--- src/rtl/updown_mod_counter.sv ---
// rtl/updown_mod_counter.sv - N-bit up/down modulo counter with load, saturate, Gray output and flags
module updown_mod_counter #(
  parameter int N   = 4,
  parameter int MOD = 16
) (
  input  logic         clk,
  input  logic         clr,
  input  logic         en,
  input  logic         up,
  input  logic         sat,
  input  logic         load,
  input  logic [N-1:0] load_val,
  output logic [N-1:0] q,
  output logic [N-1:0] q_gray,
  output logic         tc,
  output logic         ovf,
  output logic         load_err
);

  // The modulus may equal 2^N, which does not fit in N bits, so MAX is derived at full
  // integer width and then truncated; it becomes all ones in that case.
  localparam logic [N-1:0] MAX = N'(MOD - 1);

  logic at_max;
  logic at_zero;
  logic load_bad;

  // Boundary detection shared by the next-state logic and the terminal count.
  always_comb begin
    at_max   = (q == MAX);
    at_zero  = (q == '0);
    load_bad = (load_val > MAX);
  end

  // Zero-latency outputs derived from the current count and control inputs.
  always_comb begin
    q_gray = q ^ (q >> 1);
    tc     = en & ~load & ((up & at_max) | (~up & at_zero));
  end

  // Count register with priority load > enable > hold; flags update alongside.
  always_ff @(posedge clk or posedge clr) begin
    if (clr) begin
      q        <= '0;
      ovf      <= 1'b0;
      load_err <= 1'b0;
    end else begin
      load_err <= 1'b0;
      if (load) begin
        ovf <= 1'b0;
        if (load_bad) begin
          q        <= MAX;
          load_err <= 1'b1;
        end else begin
          q <= load_val;
        end
      end else if (en) begin
        if (up) begin
          if (at_max) begin
            ovf <= 1'b1;
            if (!sat) q <= '0;
          end else begin
            q <= q + N'(1);
          end
        end else begin
          if (at_zero) begin
            ovf <= 1'b1;
            if (!sat) q <= MAX;
          end else begin
            q <= q - N'(1);
          end
        end
      end
    end
  end

endmodule

--- config.mk ---
export PLATFORM = sky130hd
export DESIGN_NAME = updown_mod_counter
export DESIGN_NICKNAME = d
export VERILOG_FILES = /design/src/rtl/updown_mod_counter.sv
export SDC_FILE = /design/constraint.sdc
export NUM_CORES = 1
export LEC_CHECK = 0
export BUFFER_PORTS_ARGS = -buffer_cell sky130_fd_sc_hd__buf_2
export CAP_MARGIN = 25
export CELL_PAD_IN_SITES_DETAIL_PLACEMENT = 1
export CELL_PAD_IN_SITES_GLOBAL_PLACEMENT = 1
export CORE_UTILIZATION = 33
export DETAILED_ROUTE_END_ITERATION = 7
export GPL_TIMING_DRIVEN = 0
export PLACE_DENSITY = 0.81
export SLEW_MARGIN = 40
export SYNTH_ARGS = -nofsm -noshare
export SYNTH_HDL_FRONTEND = slang
export SYNTH_SLANG_ARGS = --single-unit
--- constraint.sdc ---
create_clock -name clk -period 1.9 [get_ports clk]
set_input_delay 0.475 -clock clk [delete_from_list [all_inputs] [get_ports clk]]
set_output_delay 0.475 -clock clk [all_outputs]
set_load 0.1 [all_outputs]
==> key figures, run 1 <==
Place
  • Dpl cells: 94
  • PortBufs: 17
  • DP HPWL: about 1100 um
  • RD Place Congestion: slightly above 0.7

Synthesis
  • Synth Flop Type: dfrtp_1
  • Async SR Flop Fraction: 1.000
  • Distinct cells, synth: 28
  • Sequential area share after synthesis: 0.2320
  • Syn nets: 78
  • Synthesized cell area: 539.3 um2
  • Area leader, netlist: dfrtp_1
  • EDFF count, synth: 0
  • Post-synth top area share: 0.2320
  • Yosys reg bits: 5
  • Synth warn: 0
  • Post-Syn Instances: 61
  • Synth area leaders: dfrtp_1 23%, ha_1 16%, mux2i_1 7.4%
  • Avg Synthesized Cell Area: between 8 and 9 um2

Pwr
  • Internal Power: around 0.38 mW
  • Psw: 0.4380 mW
  • Clk network pwr share: 0.151
  • Max IR drop VDD: 0.0006912 V
  • P_leak: 0.4656 nW
  • Sw Ratio: 0.5348
  • Comb power frac: 0.670
  • Sequential share of power: 0.179
  • Pwr dens: 872.7 nW/um2

STA
  • Final setup viols: 2
  • Final hold slack: 0.1376 ns
  • Hold Vio Cnt, Final: 0
  • RSZ-0062 raised after global routing: true
  • Setup ws final: -0.1070 ns
  • Max Slew Vio Count: 0
  • Worst Skew: slightly above 0.009 ns
  • Post-route clock period utilization: 1.056
  • Min Tclk post-route: ~2.0 ns
  • Peak Freq: 0.4983 GHz

Drt
  • DR WL/cell: 20.02 um
  • Detail Route Antenna Nets: 0
  • Routed vias: between 500 and 600
  • DRC viols: 0
  • Drt pass-1 iters: 4
  • Vias per cell: between 5 and 6
  • Total Wirelength: 2282 um
  • Initial drt markers: 19

Setup path
  • Worst setup SP type: flip-flop
  • CP Class: reg -> out
  • Worst Reg-to-Reg Cells: 7
  • CP max-delay cell: dfrtp_4
  • RR Startpoint: q[0]
  • Largest stage delay, worst path: 0.51 ns
  • Crit path arrival time: 1.53 ns
  • Nature of the critical path endpoint: output port
  • Worst-path cell chain: inv_4, ha_4, nand3b_4, nand2_4, nand2_4, nor2_4, buf_12
  • Flop-to-flop setup slack: -0.03 ns
  • Most frequent CP cell: nand2_4
  • Crit path max fanout: 4
  • R2r endpoint: q[2]
  • Critical path required time: approximately 1.4 ns

Clock tree
  • Post-CTS Hold Buffers: 0
  • Clk root buf: clkbuf_4
  • Clk sinks: 5
  • Worst-skew pair later-pin latency: 0.24 ns
  • H-tree levels: 1
  • Num CTS Buffers: 3
  • Clock slew at reported path FFs: around 0.05 ns
  • Clock Path Buffers: 2
  • CTS tree: yes

GRT
  • Met1 Use GR: 0.2427
  • Gr busiest metal: met2
  • Largest net degree at the start of global routing: 11
  • Gr ovfl total: 0
  • First-pass GRT wire length: 3105 um
  • Gr usage total: 0.2407
  • Antenna violations before repair: 0
  • Number of global-route vias before repair: approximately 660
  • Grt met2 use: 0.4308
  • Met3 Usage GRT: 0.06034

Floorplan
  • Core area: approximately 1500 um2
  • Initial Util: 0.3539
  • I/O pin cnt: 21
  • Die footprint: 1800 um2
  • # rows: 14
  • Die Y: ~42 um
  • Chip width: approximately 42 um

Outcome
  • Status: finished with violations
  • Failing checks: setup timing

Final layout
  • Most frequent cells in the layout: 18 x buf_4, 13 x buf_2, 6 x inv_1
  • Nets: 116
  • Diode count: 0
  • Share of layout cells above drive strength 1: 0.6224
  • Non-filler instance count after layout: 114
  • Synth-to-Final Area Change: 74.01%
  • Most common cell after layout, fill and taps aside: buf_4
  • Fill cell count: 170

Job
  • Max_cap viols: 0

Worst hold path
  • Hold Crit Class: in -> async
critical path, delay by kind of cell (launching register included):
family / cells / cell delay (ns)
flops: 1 / 0.51
fa+ha+maj: 1 / 0.14
simple gates: 4 / 0.36
buf+inv: 2 / 0.26
how the worst max path moves through the flow:
stage	from	end	slack, ns
6_report	q[0]	tc	-0.11
5_1_grt	q[0]	tc	-0.13
4_1_cts	q[0]	tc	-0.08
3_5_place_dp	q[1]	tc	-0.11
3_3_place_gp	q[1]	tc	-0.09
2_1_floorplan	q[1]	tc	-0.20
layout make-up:
type	instances	area (um2)	area share
Inverter	10	50.05	0.05333
Buffer	4	30.03	0.03200
Timing Repair Buffer	33	247.7	0.2640
Tap cell	16	20.02	0.02133
Sequential cell	5	140.1	0.1493
Clock buffer	4	26.28	0.02800
Multi-Input combinational cell	42	424.2	0.4520
stage by stage:
stage	total power [mW]	setup TNS (ns)	instance area [um2]	util	setup slack, ns
2_1_floorplan	0.5412	-0.1990	614.3	-	-0.1990
3_3_place_gp	0.5713	-0.09339	719.4	0.4721	-0.09339
3_5_place_dp	0.5821	-0.1148	719.4	0.4721	-0.1148
4_1_cts	0.7688	-0.07866	875.8	0.5747	-0.07866
5_1_grt	0.8497	-0.2172	938.4	0.6158	-0.1256
6_report	0.8190	-0.1342	938.4	0.6158	-0.1070
synthesized netlist by cell type (2+ instances only):
library cell  instances
a21bo_2               2
dfrtp_1               5
mux2i_1               4
inv_1                10
o21ai_1               2
buf_4                 2
a21boi_0              2
nand2_1               5
a21oi_1               4
ha_1                  7
state kept, by name (all words and copies together), names as in the netlist:
register  flops
ovf           1
q             4
logic make-up after synthesis:
kind of cell | after synthesis | share of synthesized area
other | 1 | 0.006954
AOI/OAI and AO/OA | 18 | 0.2599
DFF | 5 | 0.2320
and+or+nand+nor | 12 | 0.1392
adders and majority gates | 7 | 0.1624
buffers and inverters | 14 | 0.1253
muxes | 4 | 0.07425
power by group through the flow:
| stage | clock, mW | sequential (mW) | combinational [mW] |
|---|---|---|---|
| floorplan | 0 | 0.231 | 0.310 |
| global placement | 0 | 0.151 | 0.420 |
| detailed placement | 0 | 0.152 | 0.431 |
| CTS | 0.131 | 0.146 | 0.493 |
| global route | 0.131 | 0.149 | 0.570 |
| finish | 0.123 | 0.147 | 0.549 |
layer usage:
metal,share of wire,wire (um)
met1,0.40,920
met2,0.52,1194
met3,0.041,93
met4,0.032,73
met5,0,0
repair_timing:
action | CTS | global route
setup endpoints to repair | 3 | 2
gates resized for setup | 10 | 6
pin swaps | 7 | 1
gates cloned | 0 | 0
setup buffers | 11 | 5
No activity file was read; power rests on OpenSTA's default activity.
==> inputs of run 2 (changes only) <==
ABC_AREA = 1   (was unset)
CORE_UTILIZATION = 31   (was 33)
PLACE_DENSITY = 0.82   (was 0.81)
==> run 2 against run 1 <==
Against the previous run: the run still ends with setup timing left; core utilization down 7.7 points; total power is 27% higher; cell area is 2.0% lower; register-to-register slack improved by 0.47 ns; clock-buffer cell count did not move; via count is 11% higher; clock power shrank 3%; critical path type unchanged; fmax up 3.0%; die area grew 10%; sequential share of layout area up 0.30 points.
==> key figures, run 2 <==
Outcome
  • Status: finished with violations (unchanged)
  • Failing checks: setup timing (unchanged)

GRT
  • Gr ovfl total: 0 (unchanged)
  • Gr usage total: 0.2015 (was 0.2407)
  • Largest net degree at the start of global routing: 9 (was 11)
  • First-pass GRT wire length: 2877 um (was 3105 um)
  • Number of global-route vias before repair: 637 (was 659)
  • Antenna violations before repair: 0 (unchanged)

Clock tree
  • Num CTS Buffers: 3 (unchanged)
  • H-tree levels: 1 (unchanged)
  • Clock Path Buffers: 2 (unchanged)
  • Clk sinks: 5 (unchanged)
  • CTS tree: yes (unchanged)
  • Clock slew at reported path FFs: 0.04 ns (was 0.05 ns)
  • Clk root buf: clkbuf_4 (unchanged)
  • Post-CTS Hold Buffers: 0 (unchanged)
  • Worst-skew pair later-pin latency: 0.24 ns (about the same)

Setup path
  • Crit path buffers/inverters: 2 (unchanged)
  • Worst setup SP type: flip-flop (unchanged)
  • Worst-path cell chain: inv_4, ha_4, nand2_4, nand2_4, nand3_4, nor2_4, buf_12 (was inv_4, ha_4, nand3b_4, nand2_4, nand2_4, nor2_4, buf_12)
  • Most frequent CP cell: nand2_4 (unchanged)
  • CP Class: reg -> out (unchanged)
  • CP max-delay cell: dfrtp_4 (unchanged)
  • Crit path max fanout: 3 (was 4)
  • CP top delay family: flip-flops (unchanged)
  • Nature of the critical path endpoint: output port (unchanged)
  • Largest stage delay, worst path: 0.50 ns (was 0.51 ns)
  • Crit path arrival time: 1.47 ns (was 1.53 ns)
  • Critical path required time: 1.42 ns (about the same)

Synthesis
  • Syn nets: 107 (was 78)
  • Area leader, netlist: nand2_1 (was dfrtp_1)
  • EDFF count, synth: 0 (unchanged)
  • Avg Synthesized Cell Area: 6.242 um2 (was 8.840 um2)
  • Distinct cells, synth: 17 (was 28)
  • Synth warn: 0 (unchanged)
  • Post-Syn Instances: 90 (was 61)
  • Synth area leaders: nand2_1 24%, dfrtp_1 22%, ha_1 16% (was dfrtp_1 23%, ha_1 16%, mux2i_1 7.4%)
  • Synth Flop Type: dfrtp_1 (unchanged)
  • Yosys reg bits: 5 (unchanged)
  • Post-synth top area share: 0.2405 (was 0.2320)
  • Synthesized cell area: 561.8 um2 (was 539.3 um2)
  • Count leader, synth: nand2_1 (was inv_1)
  • Async SR Flop Fraction: 1.000 (unchanged)
  • Most common library cells after synthesis: 36 x nand2_1, 12 x inv_1, 8 x nand3_1, 8 x nor2_1, 7 x ha_1 (was 10 x inv_1, 7 x ha_1, 5 x dfrtp_1, 5 x nand2_1)
  • Sequential area share after synthesis: 0.2227 (was 0.2320)

Drt
  • Vias per cell: 4.432 (was 5.184)
  • Routed vias: 656 (was 591)
  • Detail Route Antenna Nets: 0 (unchanged)
  • Initial drt markers: 3 (was 19)
  • Drt pass-1 iters: 4 (unchanged)
  • DRC viols: 0 (unchanged)
  • Total Wirelength: 1851 um (was 2282 um)
  • DR WL/cell: 12.51 um (was 20.02 um)

Final layout
  • Final instance area: 919.6 um2 (was 938.4 um2)
  • Share of layout cells above drive strength 1: 0.4715 (was 0.6224)
  • Synth-to-Final Area Change: 63.70% (was 74.01%)
  • Final Core Density: 0.5385 (was 0.6158)
  • Diode count: 0 (unchanged)
  • Most common cell after layout, fill and taps aside: nand2_1 (was buf_4)
  • Nets: 141 (was 116)
  • Reg with most FFs: q (unchanged)
  • Most frequent cells in the layout: 33 x nand2_1, 16 x buf_2, 13 x buf_4 (was 18 x buf_4, 13 x buf_2, 6 x inv_1)
  • Number of flip-flops under the largest register name: 4 (unchanged)
  • Top flop regs: q x4, ovf x1 (unchanged)

Floorplan
  • Initial Util: 0.3289 (was 0.3539)
  • I/O pin cnt: 21 (unchanged)
  • Core area: 1708 um2 (was 1524 um2)
  • Die footprint: 1986 um2 (was 1800 um2)
  • Die Y: 44.57 um (was 42.43 um)
  • # rows: 15 (was 14)
  • Chip width: 44.57 um (was 42.43 um)

STA
  • Setup TNS: -0.04759 ns (was -0.1342 ns)
  • Max Slew Vio Count: 0 (unchanged)
  • Worst Skew: 0.002052 ns (was 0.009121 ns)
  • Final hold slack: 0.1273 ns (was 0.1376 ns)
  • Post-route clock period utilization: 1.025 (was 1.056)
  • Peak Freq: 0.5135 GHz (was 0.4983 GHz)
  • RSZ-0062 raised after global routing: true (unchanged)
  • Min Tclk post-route: 1.948 ns (was 2.007 ns)
  • Setup ws final: -0.04759 ns (was -0.1070 ns)
  • Hold Vio Cnt, Final: 0 (unchanged)
  • Final setup viols: 1 (was 2)

Pwr
  • Pwr dens: 1135 nW/um2 (was 872.7 nW/um2)
  • P_leak: 0.5072 nW (was 0.4656 nW)
  • Max IR drop VDD: 0.0009480 V (was 0.0006912 V)

Place
  • DP HPWL: 1254 um (was 1085 um)
  • RD Place Congestion: 0.6835 (was 0.7174)
  • PortBufs: 19 (was 17)
  • Pre-CTS setup slack: -0.1044 ns (was -0.1148 ns)
  • Dpl cell area: 768.2 um2 (was 719.4 um2)

Worst hold path
  • Hold Crit Class: in -> async (unchanged)

Job
  • Max_cap viols: 0 (unchanged)
run 2: changes by cell type after synthesis, sizes merged, moves of 2 or more:
cell,delta
nand2,+33
nand3,+8
nor2,+8
inv,+4
mux2i,-4
a21boi,-3
a21oi,-3
a21bo,-2
nand3b,-2
run 2: cells by family (layout without fill, tap and decap cells):
family                     count (synthesis)  count (layout)  share of synthesized area
AOI/OAI and AO/OA                          4               4                    0.04009
adders and majority gates                  7               7                     0.1559
buffers and inverters                     16              49                     0.1203
DFF                                        5               5                     0.2227
other                                      1               1                   0.006675
and+or+nand+nor                           57              57                     0.4544
run 2: metrics by stage:
stage	power (mW)	std cells
floorplan	0.7495	90
global placement	0.7996	134
detailed placement	0.8178	134
CTS	0.9944	145
global route	1.101	148
finish	1.044	148
run 2: power by group:
part / switching, mW / total (mW) / internal [mW]
sequential: 0.0306 / 0.166 / 0.135
combinational: 0.548 / 0.759 / 0.211
clock: 0.0395 / 0.119 / 0.0791
total: 0.618 / 1.04 / 0.425
run 2: path summary, 6_finish.rpt:
kind	start	depth (start not counted)	endpoint	slack, ns
max	q[1]	7	tc	-0.05
min	clr	2	q[2]	0.13
max reg2reg	q[2]	8	q[3]	0.44
min reg2reg	ovf	2	ovf	0.51
max in group asynchronous	clr	2	q[1]	1.58
min in group clk	ovf	2	ovf	0.51
run 2: worst reg2reg max path, delay by kind of cell (launching register included):
| family | cells | cell delay, ns |
|---|---|---|
| adders and majority gates | 1 | 0.19 |
| buffers and inverters | 1 | 0.17 |
| DFF | 1 | 0.50 |
| and+or+nand+nor | 6 | 0.47 |
run 2: final cells by class:
cell class                      instances  area, um2
Inverter                               14      62.56
Sequential cell                         5      140.1
Fill cell                             230      788.3
Clock buffer                            4      26.28
Buffer                                  2      15.01
Multi-Input combinational cell         69      446.7
Timing Repair Buffer                   29      197.7
Tap cell                               25      31.28
run 2: per-layer routing:
layer,up-vias,global-route usage,routed length (um)
li1,336,-,-
met1,315,0.2463,810
met2,5,0.3500,1024
met3,0,0.02449,16
met4,0,0.09091,0
met5,-,0,0
run 2: what timing repair did:
item / CTS / global route
buffers inserted: 7 / 3
gates resized for setup: 7 / 6
hold endpoints to repair: 0 / 0
pin swaps: 5 / 3
endpoints found under the setup margin: 4 / 2
==> inputs of run 3 (changes only) <==
BUFFER_PORTS_ARGS = -buffer_cell sky130_fd_sc_hd__buf_4   (was -buffer_cell sky130_fd_sc_hd__buf_2)
CTS_CLUSTER_SIZE = 14   (was unset)
==> run 3 against run 2 <==
Against the previous run: clock skew barely moved; the flow still finishes with violations (setup timing); non-clock buffer count grew 2; critical path type unchanged; via count is 5.9% higher; sequential cell count did not move; critical endpoint unchanged; first-iteration DRC count grew to 2.7 times the previous value.
==> key figures, run 3 (synthesis gave the netlist of run 2 again) <==
Place
  • Dpl cells: 134 (unchanged)
  • PortBufs: 19 (unchanged)
  • DP HPWL: 1337 um (was 1254 um)
  • RD Place Congestion: 0.6761 (was 0.6835)
  • Dpl cell area: 815.8 um2 (was 768.2 um2)

Clock tree
  • H-tree levels: 1 (unchanged)
  • Clock Path Buffers: 2 (unchanged)
  • Clock slew at reported path FFs: 0.04 ns (about the same)
  • Clk root buf: clkbuf_4 (unchanged)
  • Worst-skew pair later-pin latency: 0.24 ns (about the same)
  • CTS tree: yes (unchanged)
  • Num CTS Buffers: 3 (unchanged)
  • Clk sinks: 5 (unchanged)

Pwr
  • Pwr dens: 1124 nW/um2 (was 1135 nW/um2)
  • P_leak: 0.5314 nW (was 0.5072 nW)
  • Max IR drop VDD: 0.0009913 V (was 0.0009480 V)
  • Comb power frac: 0.742 (was 0.728)
  • Sw Ratio: 0.5740 (was 0.5924)
  • Internal Power: 0.4689 mW (was 0.4254 mW)
  • Clk network pwr share: 0.107 (was 0.114)
  • Sequential share of power: 0.151 (was 0.159)
  • Psw: 0.6319 mW (was 0.6182 mW)

Floorplan
  • Chip width: 44.57 um (unchanged)
  • Core area: 1708 um2 (unchanged)
  • I/O pin cnt: 21 (unchanged)
  • Initial Util: 0.3289 (unchanged)
  • Die Y: 44.57 um (unchanged)
  • # rows: 15 (unchanged)
  • Die footprint: 1986 um2 (unchanged)

Final layout
  • Most frequent cells in the layout: 33 x nand2_1, 31 x buf_4, 8 x inv_1 (was 33 x nand2_1, 16 x buf_2, 13 x buf_4)
  • Most common cell after layout, fill and taps aside: nand2_1 (unchanged)
  • Top flop regs: q x4, ovf x1 (unchanged)
  • Synth-to-Final Area Change: 74.39% (was 63.70%)
  • Final instance area: 979.7 um2 (was 919.6 um2)
  • Nets: 143 (was 141)
  • Number of flip-flops under the largest register name: 4 (unchanged)
  • Non-filler instance count after layout: 150 (was 148)
  • Share of layout cells above drive strength 1: 0.4800 (was 0.4715)
  • Final Core Density: 0.5736 (was 0.5385)
  • Reg with most FFs: q (unchanged)
  • Diode count: 0 (unchanged)

Setup path
  • Critical path required time: 1.42 ns (about the same)
  • Crit path arrival time: 1.47 ns (about the same)
  • Crit path max fanout: 4 (was 3)
  • Nature of the critical path endpoint: output port (unchanged)
  • Worst setup SP type: flip-flop (unchanged)
  • CP Class: reg -> out (unchanged)

Drt
  • Detail Route Antenna Nets: 0 (unchanged)
  • Drt pass-1 iters: 4 (unchanged)
  • Detailed route wirelength on metal2: 1262 um (was 1024 um)
  • DRC viols: 0 (unchanged)
  • Routed wl met3: 9 um (was 16 um)
  • Total Wirelength: 2121 um (was 1851 um)
  • Initial drt markers: 8 (was 3)
  • DR WL/cell: 14.14 um (was 12.51 um)
  • Uppermost layer routed: met3 (unchanged)
  • Met1 WL: 849 um (was 810 um)
  • Vias per cell: 4.633 (was 4.432)
  • Routed vias: 695 (was 656)

STA
  • Peak Freq: 0.5135 GHz (about the same)
  • RSZ-0062 raised after global routing: true (unchanged)
  • Setup ws final: -0.04724 ns (was -0.04759 ns)
  • Min Tclk post-route: 1.947 ns (was 1.948 ns)
  • Final setup viols: 1 (unchanged)
  • Post-route clock period utilization: 1.025 (about the same)
  • Hold Vio Cnt, Final: 0 (unchanged)
  • Worst Skew: 0.001860 ns (was 0.002052 ns)
  • Max Slew Vio Count: 0 (unchanged)

Worst hold path
  • Hold Crit Class: in -> async (unchanged)

GRT
  • Gr ovfl total: 0 (unchanged)
  • Gr usage total: 0.2368 (was 0.2015)
  • First-pass GRT wire length: 3325 um (was 2877 um)
  • Number of global-route vias before repair: 762 (was 637)
  • Largest net degree at the start of global routing: 9 (unchanged)
  • Antenna violations before repair: 0 (unchanged)

Outcome
  • Failing checks: setup timing (unchanged)
  • Status: finished with violations (unchanged)

Job
  • Max_cap viols: 0 (unchanged)
run 3: cell types whose count changed in the layout (fill, tap and decap cells not counted):
cell and change:
buf_12 +1, buf_4 +18, buf_8 -1, buf_2 -16
run 3: cell type report:
type	instances	area [um2]
Tap cell	25	31.28
Timing Repair Buffer	31	257.7
Fill cell	224	728.2
Buffer	2	15.01
Sequential cell	5	140.1
Clock buffer	4	26.28
Inverter	14	62.56
Multi-Input combinational cell	69	446.7
run 3: worst paths after layout:
check / startpoint / to / slack, ns / cells after the start
worst max register to register: q[2] / q[2] / 0.41 / 10
min in group clk: ovf / ovf / 0.49 / 2
worst min register to register: ovf / ovf / 0.49 / 2
worst min-delay path: clr / q[2] / 0.14 / 2
max in group asynchronous: clr / q[3] / 1.56 / 2
worst max-delay path: q[2] / tc / -0.05 / 6
run 3: per-stage QoR:
step / power, mW / worst slack (ns) / setup TNS (ns) / hold slack [ns]
finish: 1.101 / -0.04724 / -0.04724 / 0.1399
global route: 1.153 / -0.1009 / -0.1009 / 0.1608
CTS: 1.063 / -0.04326 / -0.04326 / 0.1356
detailed placement: 0.8547 / 0.03627 / 0 / 0.3922
global placement: 0.8370 / 0.04791 / 0 / 0.3844
floorplan: 0.7495 / -0.1742 / -0.1742 / 0.2536
run 3: power groups by stage:
stage               Sequential (mW)  Combinational, mW  Clock (mW)
finish                        0.167              0.816       0.118
global route                  0.170              0.855       0.129
CTS                           0.166              0.773       0.124
detailed placement            0.183              0.672           0
global placement              0.180              0.657           0
floorplan                     0.302              0.447           0
run 3: what timing repair did:
item                       in CTS  in global routing
resized for setup               7                  4
buffers inserted               12                  0
pin swaps                       5                  2
hold endpoints to repair        0                  0
hold buffers                    0                  0
setup endpoints to repair       1                  2
run 3: routing by layer:
metal,global-route usage,up-vias
li1,-,341
met1,0.2586,347
met2,0.4559,7
met3,0.02857,0
met4,0.09091,0
met5,0,-
run 3: critical path: stages (launching register included):
cell and delay [ns]:
dfrtp_4 0.51, ha_1 0.21, nand2_1 0.12, nand2_2 0.11
nand3_4 0.09, nor2_4 0.05, buf_12 0.16
